[config.mk]
export PLATFORM = sky130hd
export DESIGN_NAME = imem_loader_flat
export DESIGN_NICKNAME = d
export VERILOG_FILES = /design/src/rtl/imem_loader_if.sv /design/src/rtl/imem_loader.sv /design/src/flat_wrapper.sv
export SDC_FILE = /design/constraint.sdc
export NUM_CORES = 1
export LEC_CHECK = 0
export CORE_MARGIN = 2
export CORE_UTILIZATION = 45
export DETAILED_ROUTE_END_ITERATION = 10
export GPL_TIMING_DRIVEN = 0
export PLACE_DENSITY = 0.75
export SETUP_SLACK_MARGIN = 0.05
export SYNTH_ARGS = -nofsm -noshare
export SYNTH_HDL_FRONTEND = slang
export SYNTH_SLANG_ARGS = --single-unit
[constraint.sdc]
create_clock -name clk -period 3.2 [get_ports clk]
set_input_delay 0.64 -clock clk [delete_from_list [all_inputs] [get_ports clk]]
set_output_delay 0.64 -clock clk [all_outputs]
set_load 0.05 [all_outputs]
[src/rtl/imem_loader_if.sv]
// Instruction-memory write port between the boot loader and the core's IMEM.
interface imem_loader_if #(
   parameter int ADDR_W = 8
) ();
   logic              imem_we;
   logic [ADDR_W-1:0] imem_addr;
   logic [31:0]       imem_wdata;

   modport master (output imem_we, output imem_addr, output imem_wdata);
   modport slave  (input  imem_we, input  imem_addr, input  imem_wdata);
endinterface

[src/rtl/imem_loader.sv]
// Boot-time loader: receives a length-prefixed program image over UART 8N1,
// packs little-endian 32-bit words into instruction memory, then releases
// the core reset. Framing errors and oversize images park the block in ERR.
//
// state    | meaning
// ---------+-----------------------------------------------------------
// RX_IDLE  | line idle, waiting for a falling edge
// RX_START | half-bit wait, then confirm start bit (else false start)
// RX_DATA  | sample 8 data bits, one per bit period, LSB first
// RX_STOP  | sample stop bit; 1 -> byte_valid, 0 -> frame_err
// LD_HDR0  | waiting for word-count low byte
// LD_HDR1  | waiting for word-count high byte, range check
// LD_DATA  | assembling words and writing them to IMEM
// LD_DONE  | image loaded, core released, further input ignored
// LD_ERR   | load failed, core held in reset until rst_n
module imem_loader #(
   parameter int CLKS_PER_BIT = 16,
   parameter int ADDR_W       = 8
) (
   input  logic                clk,
   input  logic                rst_n,
   input  logic                uart_rx,
   imem_loader_if.master       imem,
   output logic                core_rst_n,
   output logic                busy,
   output logic                done,
   output logic                err
);

   localparam int CNT_W = $clog2(CLKS_PER_BIT);
   localparam logic [CNT_W-1:0] FULL_BIT = CNT_W'(CLKS_PER_BIT - 1);
   localparam logic [CNT_W-1:0] HALF_BIT = CNT_W'(CLKS_PER_BIT / 2 - 1);
   // Depth is compared in 17 bits so that a 16-bit count of 2^16 still fits.
   localparam logic [16:0]      DEPTH    = 17'(1) << ADDR_W;

   typedef enum logic [1:0] {RX_IDLE, RX_START, RX_DATA, RX_STOP} rx_state_t;
   typedef enum logic [2:0] {LD_HDR0, LD_HDR1, LD_DATA, LD_DONE, LD_ERR} ld_state_t;

   rx_state_t         rx_state, rx_nxt;
   ld_state_t         ld_state, ld_nxt;

   logic              rx_s1, rx_s2;
   logic [CNT_W-1:0]  bit_cnt;
   logic [2:0]        bit_idx;
   logic [7:0]        rx_shreg;
   logic              byte_valid;
   logic              frame_err;

   logic [15:0]       n_words;
   logic [15:0]       word_cnt;
   logic [1:0]        byte_idx;
   logic [31:0]       word_buf;
   logic              we_q;
   logic [ADDR_W-1:0] addr_q;
   logic [31:0]       wdata_q;
   logic              busy_nxt;

   logic              cnt_zero;
   logic              start_evt;
   logic              false_start;
   logic [15:0]       hdr_n;
   logic              last_word;

   assign cnt_zero    = (bit_cnt == '0);
   assign start_evt   = (rx_state == RX_IDLE) && !rx_s2;
   assign false_start = (rx_state == RX_START) && cnt_zero && rx_s2;
   assign hdr_n       = {rx_shreg, n_words[7:0]};
   assign last_word   = (byte_idx == 2'd3) && (word_cnt == n_words - 16'd1);

   // Two-flop synchronizer; idles high so reset does not look like a start bit.
   always_ff @(posedge clk or negedge rst_n) begin
      if (!rst_n) begin
         rx_s1 <= 1'b1;
         rx_s2 <= 1'b1;
      end else begin
         rx_s1 <= uart_rx;
         rx_s2 <= rx_s1;
      end
   end

   // Receiver next-state decode.
   always_comb begin
      rx_nxt = rx_state;
      case (rx_state)
         RX_IDLE:  if (!rx_s2) rx_nxt = RX_START;
         RX_START: if (cnt_zero) rx_nxt = rx_s2 ? RX_IDLE : RX_DATA;
         RX_DATA:  if (cnt_zero && (bit_idx == 3'd7)) rx_nxt = RX_STOP;
         RX_STOP:  if (cnt_zero) rx_nxt = RX_IDLE;
         default:  rx_nxt = RX_IDLE;
      endcase
   end

   // Receiver state, bit timer and shift register; byte_valid/frame_err are
   // registered so they appear the cycle after the stop-bit sample.
   always_ff @(posedge clk or negedge rst_n) begin
      if (!rst_n) begin
         rx_state   <= RX_IDLE;
         bit_cnt    <= '0;
         bit_idx    <= '0;
         rx_shreg   <= '0;
         byte_valid <= 1'b0;
         frame_err  <= 1'b0;
      end else begin
         rx_state   <= rx_nxt;
         byte_valid <= 1'b0;
         frame_err  <= 1'b0;
         case (rx_state)
            RX_IDLE: bit_cnt <= HALF_BIT;
            RX_START: begin
               if (cnt_zero) begin
                  bit_cnt <= FULL_BIT;
                  bit_idx <= '0;
               end else begin
                  bit_cnt <= bit_cnt - 1'b1;
               end
            end
            RX_DATA: begin
               if (cnt_zero) begin
                  rx_shreg <= {rx_s2, rx_shreg[7:1]};
                  bit_idx  <= bit_idx + 1'b1;
                  bit_cnt  <= FULL_BIT;
               end else begin
                  bit_cnt <= bit_cnt - 1'b1;
               end
            end
            RX_STOP: begin
               if (cnt_zero) begin
                  if (rx_s2) byte_valid <= 1'b1;
                  else       frame_err  <= 1'b1;
               end else begin
                  bit_cnt <= bit_cnt - 1'b1;
               end
            end
            default: bit_cnt <= '0;
         endcase
      end
   end

   // Loader next-state and busy decode.
   always_comb begin
      ld_nxt   = ld_state;
      busy_nxt = busy;
      case (ld_state)
         LD_HDR0: begin
            if (frame_err)       ld_nxt = LD_ERR;
            else if (byte_valid) ld_nxt = LD_HDR1;
            if (start_evt)   busy_nxt = 1'b1;
            if (false_start) busy_nxt = 1'b0;
         end
         LD_HDR1: begin
            if (frame_err) begin
               ld_nxt = LD_ERR;
            end else if (byte_valid) begin
               if (hdr_n == 16'd0)              ld_nxt = LD_DONE;
               else if ({1'b0, hdr_n} > DEPTH) ld_nxt = LD_ERR;
               else                             ld_nxt = LD_DATA;
            end
         end
         LD_DATA: begin
            if (frame_err)                    ld_nxt = LD_ERR;
            else if (byte_valid && last_word) ld_nxt = LD_DONE;
         end
         LD_DONE: ld_nxt = LD_DONE;
         LD_ERR:  ld_nxt = LD_ERR;
         default: ld_nxt = LD_ERR;
      endcase
      if ((ld_nxt == LD_DONE) || (ld_nxt == LD_ERR)) busy_nxt = 1'b0;
   end

   // Loader state, header capture, word assembly and IMEM write strobe.
   always_ff @(posedge clk or negedge rst_n) begin
      if (!rst_n) begin
         ld_state <= LD_HDR0;
         busy     <= 1'b0;
         n_words  <= '0;
         word_cnt <= '0;
         byte_idx <= '0;
         word_buf <= '0;
         we_q     <= 1'b0;
         addr_q   <= '0;
         wdata_q  <= '0;
      end else begin
         ld_state <= ld_nxt;
         busy     <= busy_nxt;
         we_q     <= 1'b0;
         case (ld_state)
            LD_HDR0: if (byte_valid) n_words[7:0] <= rx_shreg;
            LD_HDR1: begin
               if (byte_valid) begin
                  n_words[15:8] <= rx_shreg;
                  word_cnt      <= '0;
                  byte_idx      <= '0;
               end
            end
            LD_DATA: begin
               if (byte_valid) begin
                  word_buf <= {rx_shreg, word_buf[31:8]};
                  byte_idx <= byte_idx + 1'b1;
                  if (byte_idx == 2'd3) begin
                     we_q     <= 1'b1;
                     addr_q   <= word_cnt[ADDR_W-1:0];
                     wdata_q  <= {rx_shreg, word_buf[31:8]};
                     word_cnt <= word_cnt + 16'd1;
                  end
               end
            end
            default: ;
         endcase
      end
   end

   assign imem.imem_we    = we_q;
   assign imem.imem_addr  = addr_q;
   assign imem.imem_wdata = wdata_q;
   assign core_rst_n      = (ld_state == LD_DONE);
   assign done            = (ld_state == LD_DONE);
   assign err             = (ld_state == LD_ERR);

endmodule

[src/flat_wrapper.sv]
// flat-port wrapper written by rule: the top's interface ports become plain ports
module imem_loader_flat 
#(
   parameter int CLKS_PER_BIT = 16,
   parameter int ADDR_W       = 8
)
  (clk, rst_n, uart_rx, core_rst_n, busy, done, err, imem_imem_we, imem_imem_addr, imem_imem_wdata);
  imem_loader_if #(.ADDR_W(ADDR_W)) imem_i ();
  input  logic clk;
  input  logic rst_n;
  input  logic uart_rx;
  output logic core_rst_n;
  output logic busy;
  output logic done;
  output logic err;
  output wire logic [$bits(imem_i.imem_we)-1:0] imem_imem_we;
  output wire logic [$bits(imem_i.imem_addr)-1:0] imem_imem_addr;
  output wire logic [$bits(imem_i.imem_wdata)-1:0] imem_imem_wdata;
  assign imem_imem_we = imem_i.imem_we;
  assign imem_imem_addr = imem_i.imem_addr;
  assign imem_imem_wdata = imem_i.imem_wdata;
  imem_loader #(.CLKS_PER_BIT(CLKS_PER_BIT), .ADDR_W(ADDR_W)) u_core (.clk(clk), .rst_n(rst_n), .uart_rx(uart_rx), .imem(imem_i), .core_rst_n(core_rst_n), .busy(busy), .done(done), .err(err));
endmodule
==> results of run 1 <==
-- final timing paths --
check,startpoint,to,slack [ns],cells past startpoint
max reg2reg,u_core.n_words[0],u_core.ld_state[0],0.40,9
min,rst_n,u_core.imem.imem_addr[4],0.06,1
min reg2reg,u_core.rx_s1,u_core.rx_s2,0.36,0
max in group asynchronous,rst_n,u_core.rx_s2,2.37,2
max,u_core.ld_state[1],core_rst_n,0.22,4
min in group clk,u_core.rx_s1,u_core.rx_s2,0.36,0
-- through the flow --
stage	setup WS (ns)	total power [W]	area (um2)	TNS, ns	instances
floorplan	0.7720	0.002028	5710	0	525
global placement	-3.102	0.002143	6396	-380.55	744
detailed placement	0.4579	0.002192	6425	0	745
CTS	0.1532	0.004261	7066	0	777
global route	0.08910	0.004410	7068	0	777
finish	0.2153	0.004240	7068	0	777
-- sequential cells by signal, summed over array words and instances (netlist names), 2 cells and up, named ones only --
register	cells
u_core.word_buf	24
u_core.bit_idx	3
u_core.byte_idx	2
u_core.n_words	16
u_core.ld_state	3
u_core.imem.imem_wdata	32
u_core.rx_shreg	8
u_core.imem.imem_addr	8
u_core.bit_cnt	4
u_core.word_cnt	16
-- kinds of logic after synthesis --
logic type | count (synthesis) | synth area share, %
AO/OA/AOI/OAI | 63 | 7.515
XOR/XNOR | 30 | 4.601
adder cells (fa/ha/maj) | 12 | 2.629
buffers and inverters | 36 | 2.454
flip-flops | 124 | 54.38
multiplexers | 61 | 12.03
AND/OR/NAND/NOR | 199 | 16.39
-- timing repair --
item,4_1_cts,5_1_grt
endpoints found under the setup margin,0,1
gates resized for setup,0,1
buffers inserted,0,0
-- placed cells by master, fill, tap and decap left out, types with 11 or more instances in the layout --
cell / count
sky130_fd_sc_hd__nand2_1: 92
sky130_fd_sc_hd__clkbuf_16: 17
sky130_fd_sc_hd__inv_1: 13
sky130_fd_sc_hd__o21ai_0: 15
sky130_fd_sc_hd__xnor2_1: 15
sky130_fd_sc_hd__clkdlybuf4s50_1: 45
sky130_fd_sc_hd__clkbuf_1: 19
sky130_fd_sc_hd__dfrtp_1: 122
sky130_fd_sc_hd__nand3_1: 11
sky130_fd_sc_hd__nor3_1: 12
sky130_fd_sc_hd__nor2_1: 31
sky130_fd_sc_hd__mux2_2: 61
sky130_fd_sc_hd__ha_1: 12
sky130_fd_sc_hd__xor2_1: 15
sky130_fd_sc_hd__a21oi_1: 12
-- routing by layer --
layer	wire (um)	global-route usage (%)	share of wire, %	up-vias
met5	0	0	0	-
met4	246	7.451	1.9	0
met3	651	5.034	5.1	23
met2	6319	32.67	50	124
met1	5528	27.25	43	2111
li1	-	-	-	1949
-- cell type report --
type / count / area (um2)
Inverter: 13 / 48.80
Sequential cell: 124 / 3105
Fill cell: 1093 / 5449
Clock inverter: 11 / 180.2
Multi-Input combinational cell: 365 / 2465
Clock buffer: 21 / 460.4
Timing Repair Buffer: 48 / 501.7
Buffer: 23 / 91.34
Tap cell: 172 / 215.2
-- power by group --
group	internal, W	leakage, nW	switching [W]
combinational	0.000178	1.42	0.000292
sequential	0.00163	1.71	0.0000699
clock	0.00136	0.309	0.000716
==> insert_results.sql, run 1 <==
INSERT INTO impl_metrics (metric_group, metric, value, unit) VALUES
('outcome', 'status', 'complete, no violations', ''),
('clocking', 'clock_tree_from_tritoncts', 'yes', ''),
('synthesis', 'synth_ff_type', 'sky130_fd_sc_hd__dfrtp_1', ''),
('drt', 'remaining_drc_errors', '0', ''),
('floorplan', 'die_height', '116.7', 'um'),
('setup_path', 'crit_path_start_kind', 'flip-flop', ''),
('sta', 'fin_crit_sh', '93.27', '%'),
('sta', 'final-setup-viol-count', '0', ''),
('drt', 'detail_route.vias_per_cell', '5.414', ''),
('sta', 'worst_slew_pin_slew', '1.018', 'ns'),
('min_path', 'timing.hold.worst.class', 'in -> async', ''),
('synthesis', 'ys_ff_latch', '124', ''),
('synthesis', 'synth_edf_count', '0', ''),
('synthesis', 'synthMostInstantiatedCell', 'sky130_fd_sc_hd__dfrtp_1', ''),
('drt', 'routed_wire_length_per_instance', '16.40', 'um'),
('sta', 'final.min_clock_period', '2.985', 'ns'),
('synthesis', 'synth_largest_type_area_fraction', '53.46', '%'),
('synthesis', 'largest_cells_by_area_after_synthesis', 'sky130_fd_sc_hd__dfrtp_1 (53%), sky130_fd_sc_hd__mux2_2 (12%), sky130_fd_sc_hd__nand2_1 (6.0%), sky130_fd_sc_hd__ha_1 (2.6%), sky130_fd_sc_hd__xnor2_1 (2.3%)', ''),
('drt', 'vias', '4207', ''),
('placed_design', 'gpl.final_weighted_congestion', '0.8253', ''),
('floorplan', 'design.core.area', '12520', 'um2'),
('synthesis', 'seq_area_frac_synth', '54.38', '%'),
('sta', 'relSlewSlack', '31.94', '%'),
('sta', 'hold_ws', '0.06394', 'ns'),
('placed_design', 'dp_hpwl', '8478', 'um'),
('clocking', 'clock_buffers_created_by_tritoncts', '17', ''),
('global_routing', 'first_global_vias', '4258', ''),
('sta', 'maxSlewViolCount', '0', ''),
('clocking', 'cts_hold_repair.buffers', '0', ''),
('layout', 'final_core_utilization', '56.47', '%'),
('layout', 'num_antenna_cells', '0', ''),
('setup_path', 'worstPathCellList', 'clkbuf_1 -> nand2_1 -> nor2_1 -> clkdlybuf4s50_1', ''),
('layout', 'share_of_layout_cells_above_drive_strength_1', '17.52', '%'),
('synthesis', 'synth_top_cell_by_area', 'sky130_fd_sc_hd__dfrtp_1', ''),
('setup_path', 'worst-setup-path-type', 'reg -> out', ''),
('global_routing', 'initial_antenna_violation_count', '0', ''),
('floorplan', 'dieWidth', '116.7', 'um'),
('global_routing', 'globalRouteOverflowTotal', '0', ''),
('synthesis', 'synthesis.nets', '540', ''),
('synthesis', 'netlist_top_cells_count', 'sky130_fd_sc_hd__dfrtp_1 (122), sky130_fd_sc_hd__nand2_1 (92), sky130_fd_sc_hd__mux2_2 (61), sky130_fd_sc_hd__nor2_1 (31), sky130_fd_sc_hd__clkbuf_1 (17)', ''),
('clocking', 'depth_of_the_cts_h_tree', '4', ''),
('floorplan', 'fp.dieArea', '13610', 'um2'),
('global_routing', 'grt_pass1_wl', '21340', 'um'),
('synthesis', 'netlist-cell-type-count', '53', ''),
('pwr', 'cellLeakagePower', '3.441', 'nW'),
('global_routing', 'track_usage', '20.43', '%'),
('clocking', 'clockBufferDepth', '2', ''),
('sta', 'fin_worst_skew', '0.009116', 'ns'),
('synthesis', 'syn-instance-count', '525', ''),
('pwr', 'pwr_density_cell', '599.8', 'nW/um2'),
('clocking', 'worst_skew_pair.late_latency', '0.42', 'ns'),
('run', 'cap_violations', '0', ''),
('floorplan', 'floorplan.rows', '41', ''),
('setup_path', 'worst_ep_required_time', '2.56', 'ns'),
('floorplan', 'floorplan.initialDensity', '45.62', '%'),
('sta', 'max_clock_freq', '0.3350', 'GHz'),
('drt', 'first_pass_iters', '5', ''),
('clocking', 'clk_pin_slew', '0.06', 'ns'),
('sta', 'grt_setup_unrepaired', 'no', ''),
('synthesis', 'synth.avg_cell_area', '10.88', 'um2'),
('setup_path', 'critical-path-slowest-cell', 'sky130_fd_sc_hd__clkdlybuf4s50_1', ''),
('layout', 'nets', '607', ''),
('clocking', 'cts_sinks', '124', ''),
('drt', 'first_iter_violations', '309', ''),
('setup_path', 'cpLargestDelayFamily', 'buffers and inverters', ''),
('synthesis', 'mappedNetlistArea', '5710', 'um2'),
('setup_path', 'timing.critical_path.slowest_cell_delay', '0.87', 'ns'),
('setup_path', 'crit_fanout', '10', ''),
('setup_path', 'cp.buffers_inverters', '2', ''),
('setup_path', 'cp.arrival', '2.34', 'ns'),
('pwr', 'worst_supply_voltage_drop_on_vdd', '0.4134', 'mV');
(Power assumes the default switching activity.)
==> run 2: changes to the inputs <==
--- a/config.mk
+++ b/config.mk
@@ -5,7 +5,6 @@
 export SDC_FILE = /design/constraint.sdc
 export NUM_CORES = 1
 export LEC_CHECK = 0
-export CORE_MARGIN = 2
 export CORE_UTILIZATION = 45
 export DETAILED_ROUTE_END_ITERATION = 10
 export GPL_TIMING_DRIVEN = 0
==> insert_results.sql, run 2 (synthesized netlist as in run 1, its figures left out) <==
INSERT INTO impl_metrics (metric_group, metric, value, unit) VALUES
('placed_design', 'io_buffer_count', '47', ''),
('sta', 'final-setup-viol-count', '0', ''),
('floorplan', 'die_height', '114.7', 'um'),
('drt', 'vias', '4172', ''),
('global_routing', 'first_global_vias', '4305', ''),
('setup_path', 'r2r_start', 'u_core.n_words[0]', ''),
('clocking', 'depth_of_the_cts_h_tree', '4', ''),
('setup_path', 'timing.rr.end', 'u_core.ld_state[0]', ''),
('setup_path', 'crit_fanout', '10', ''),
('clocking', 'ctsResizeCount', '0', ''),
('pwr', 'cellLeakagePower', '3.422', 'nW'),
('layout', 'n_fill_cell', '1035', ''),
('drt', 'remaining_drc_errors', '0', ''),
('setup_path', 'cp.arrival', '2.32', 'ns'),
('layout', 'multi_input_combinational_cell_area', '2465', 'um2'),
('pwr', 'pwr_density_cell', '579.9', 'nW/um2'),
('drt', 'first_iter_violations', '344', ''),
('floorplan', 'ios', '48', ''),
('sta', 'final.min_clock_period', '2.965', 'ns'),
('layout', 'area_delta_synth_final', '22.79', '%'),
('drt', 'highest-signal-layer', 'met4', ''),
('drt', 'first_pass_iters', '5', ''),
('clocking', 'cts_root_buf', 'sky130_fd_sc_hd__clkbuf_16', ''),
('setup_path', 'reg2reg_slack', '0.45', 'ns'),
('global_routing', 'initial_antenna_violation_count', '0', ''),
('global_routing', 'maximum_number_of_pins_on_one_net_before_global_route_repair', '83', ''),
('clocking', 'clockBufferDepth', '2', ''),
('clocking', 'clock_buffers_created_by_tritoncts', '17', ''),
('clocking', 'cts_hold_repair.buffers', '0', ''),
('drt', 'metal2_wl', '6106', 'um'),
('layout', 'share_of_layout_cells_above_drive_strength_1', '17.85', '%'),
('layout', 'largest_reg_flops', '32', ''),
('sta', 'maxSlewViolCount', '0', ''),
('global_routing', 'grt_pass1_wl', '20910', 'um'),
('drt', 'detail_route.vias_per_cell', '5.397', ''),
('clocking', 'clk_pin_slew', '0.06', 'ns'),
('sta', 'fin_worst_skew', '0.007218', 'ns'),
('drt', 'route.final.wire_length', '12370', 'um'),
('setup_path', 'end_kind', 'output port', ''),
('placed_design', 'gpl.final_weighted_congestion', '0.8287', ''),
('drt', 'routed_wire_length_per_instance', '16.00', 'um'),
('placed_design', 'placement_stage_worst_setup_slack', '0.4881', 'ns'),
('layout', 'layout.cells.most_common', 'sky130_fd_sc_hd__dfrtp_1', ''),
('sta', 'final-hold-violation-count', '0', ''),
('layout', 'nets', '607', ''),
('outcome', 'status', 'complete, no violations', ''),
('clocking', 'cts_sinks', '124', ''),
('sta', 'grt_setup_unrepaired', 'no', ''),
('setup_path', 'crit_path_start', 'u_core.ld_state[1]', ''),
('layout', 'seqCellArea', '3105', 'um2'),
('global_routing', 'globalRouteOverflowTotal', '0', ''),
('run', 'cap_violations', '0', ''),
('clocking', 'post-cts-setup-buffer-count', '0', ''),
('sta', 'worst_slew_pin_slew', '0.8955', 'ns'),
('pwr', 'worst_supply_voltage_drop_on_vdd', '0.4747', 'mV'),
('setup_path', 'worst-setup-path-type', 'reg -> out', ''),
('sta', 'fin_crit_sh', '92.66', '%'),
('sta', 'max_clock_freq', '0.3373', 'GHz'),
('floorplan', 'design.core.area', '12210', 'um2'),
('layout', 'num_antenna_cells', '0', ''),
('floorplan', 'dieWidth', '114.7', 'um'),
('drt', 'ant_nets', '0', ''),
('sta', 'finalWorstSetupSlack', '0.2350', 'ns'),
('drt', 'wl_met1', '5591', 'um'),
('setup_path', 'cp-endpoint', 'core_rst_n', ''),
('setup_path', 'worst_ep_required_time', '2.56', 'ns'),
('min_path', 'timing.hold.worst.class', 'in -> async', ''),
('drt', 'wl_met3', '540', 'um'),
('layout', 'final_area', '7012', 'um2'),
('global_routing', 'track_usage', '20.91', '%'),
('sta', 'relSlewSlack', '40.15', '%'),
('placed_design', 'placed_cell_area', '6420', 'um2'),
('clocking', 'clock_tree_from_tritoncts', 'yes', ''),
('floorplan', 'floorplan.initialDensity', '46.76', '%'),
('setup_path', 'r2r_cells', '9', ''),
('floorplan', 'floorplan.rows', '40', ''),
('layout', 'commonest_cells_after_routing_fill_and_taps_aside', 'sky130_fd_sc_hd__dfrtp_1 (122), sky130_fd_sc_hd__nand2_1 (92), sky130_fd_sc_hd__mux2_2 (61)', ''),
('clocking', 'worst_skew_pair.late_latency', '0.41', 'ns'),
('floorplan', 'fp.dieArea', '13140', 'um2'),
('placed_design', 'dp_hpwl', '8469', 'um'),
('sta', 'hold_ws', '0.1298', 'ns'),
('setup_path', 'crit_path_start_kind', 'flip-flop', '');
-- run 2: cell count changes in the layout (fill, tap and decap cells not counted), sizes merged --
cell / before / now
clkbuf: 39 / 35
clkinv: 3 / 7
bufinv: 4 / 2
inv: 16 / 18
-- run 2: how the worst min path moves through the flow --
stage                                            end  depth (start not counted)
after floorplan           asynchronous set/reset pin                          0
after global placement                  u_core.rx_s2                          0
after detailed placement                u_core.rx_s2                          0
after CTS                        u_core.word_cnt[12]                          1
after global routing             u_core.word_cnt[12]                          1
final                            u_core.word_cnt[12]                          1
-- run 2: through the flow --
stage	TNS, ns	power (W)	utilization, %	cells
5_1_grt	0	0.004222	57.42	773
3_3_place_gp	-382.35	0.002141	52.34	740
3_5_place_dp	0	0.002182	52.57	741
2_1_floorplan	0	0.002028	-	525
6_report	0	0.004066	57.42	773
4_1_cts	0	0.004089	57.40	773
-- run 2: routing by layer --
layer | vias to the layer above | GRT usage, %
li1 | 1965 | -
met5 | - | 0
met4 | 0 | 7.359
met3 | 14 | 5.823
met1 | 2089 | 26.86
met2 | 104 | 33.98
-- run 2: worst max-delay path, cell delays in order, from the launching register on --
cell and delay (ns):
sky130_fd_sc_hd__dfrtp_1 0.36, sky130_fd_sc_hd__clkbuf_1 0.30, sky130_fd_sc_hd__nand2_1 0.14, sky130_fd_sc_hd__nor2_1 0.25, sky130_fd_sc_hd__clkdlybuf4s50_1 0.86
-- run 2: layout make-up --
type / instances / share of cell area [%]
Clock inverter: 15 / 2.338
Clock buffer: 17 / 6.067
Tap cell: 168 / 2.998
Buffer: 23 / 1.303
Timing Repair Buffer: 48 / 7.156
Sequential cell: 124 / 44.29
Multi-Input combinational cell: 365 / 35.15
Inverter: 13 / 0.6959
-- run 2: power breakdown --
part / total, W / switching (W) / internal (W) / leakage (nW)
Clock: 0.00191 / 0.000751 / 0.00116 / 0.290
Combinational: 0.000460 / 0.000284 / 0.000177 / 1.42
Sequential: 0.00170 / 0.0000673 / 0.00163 / 1.71
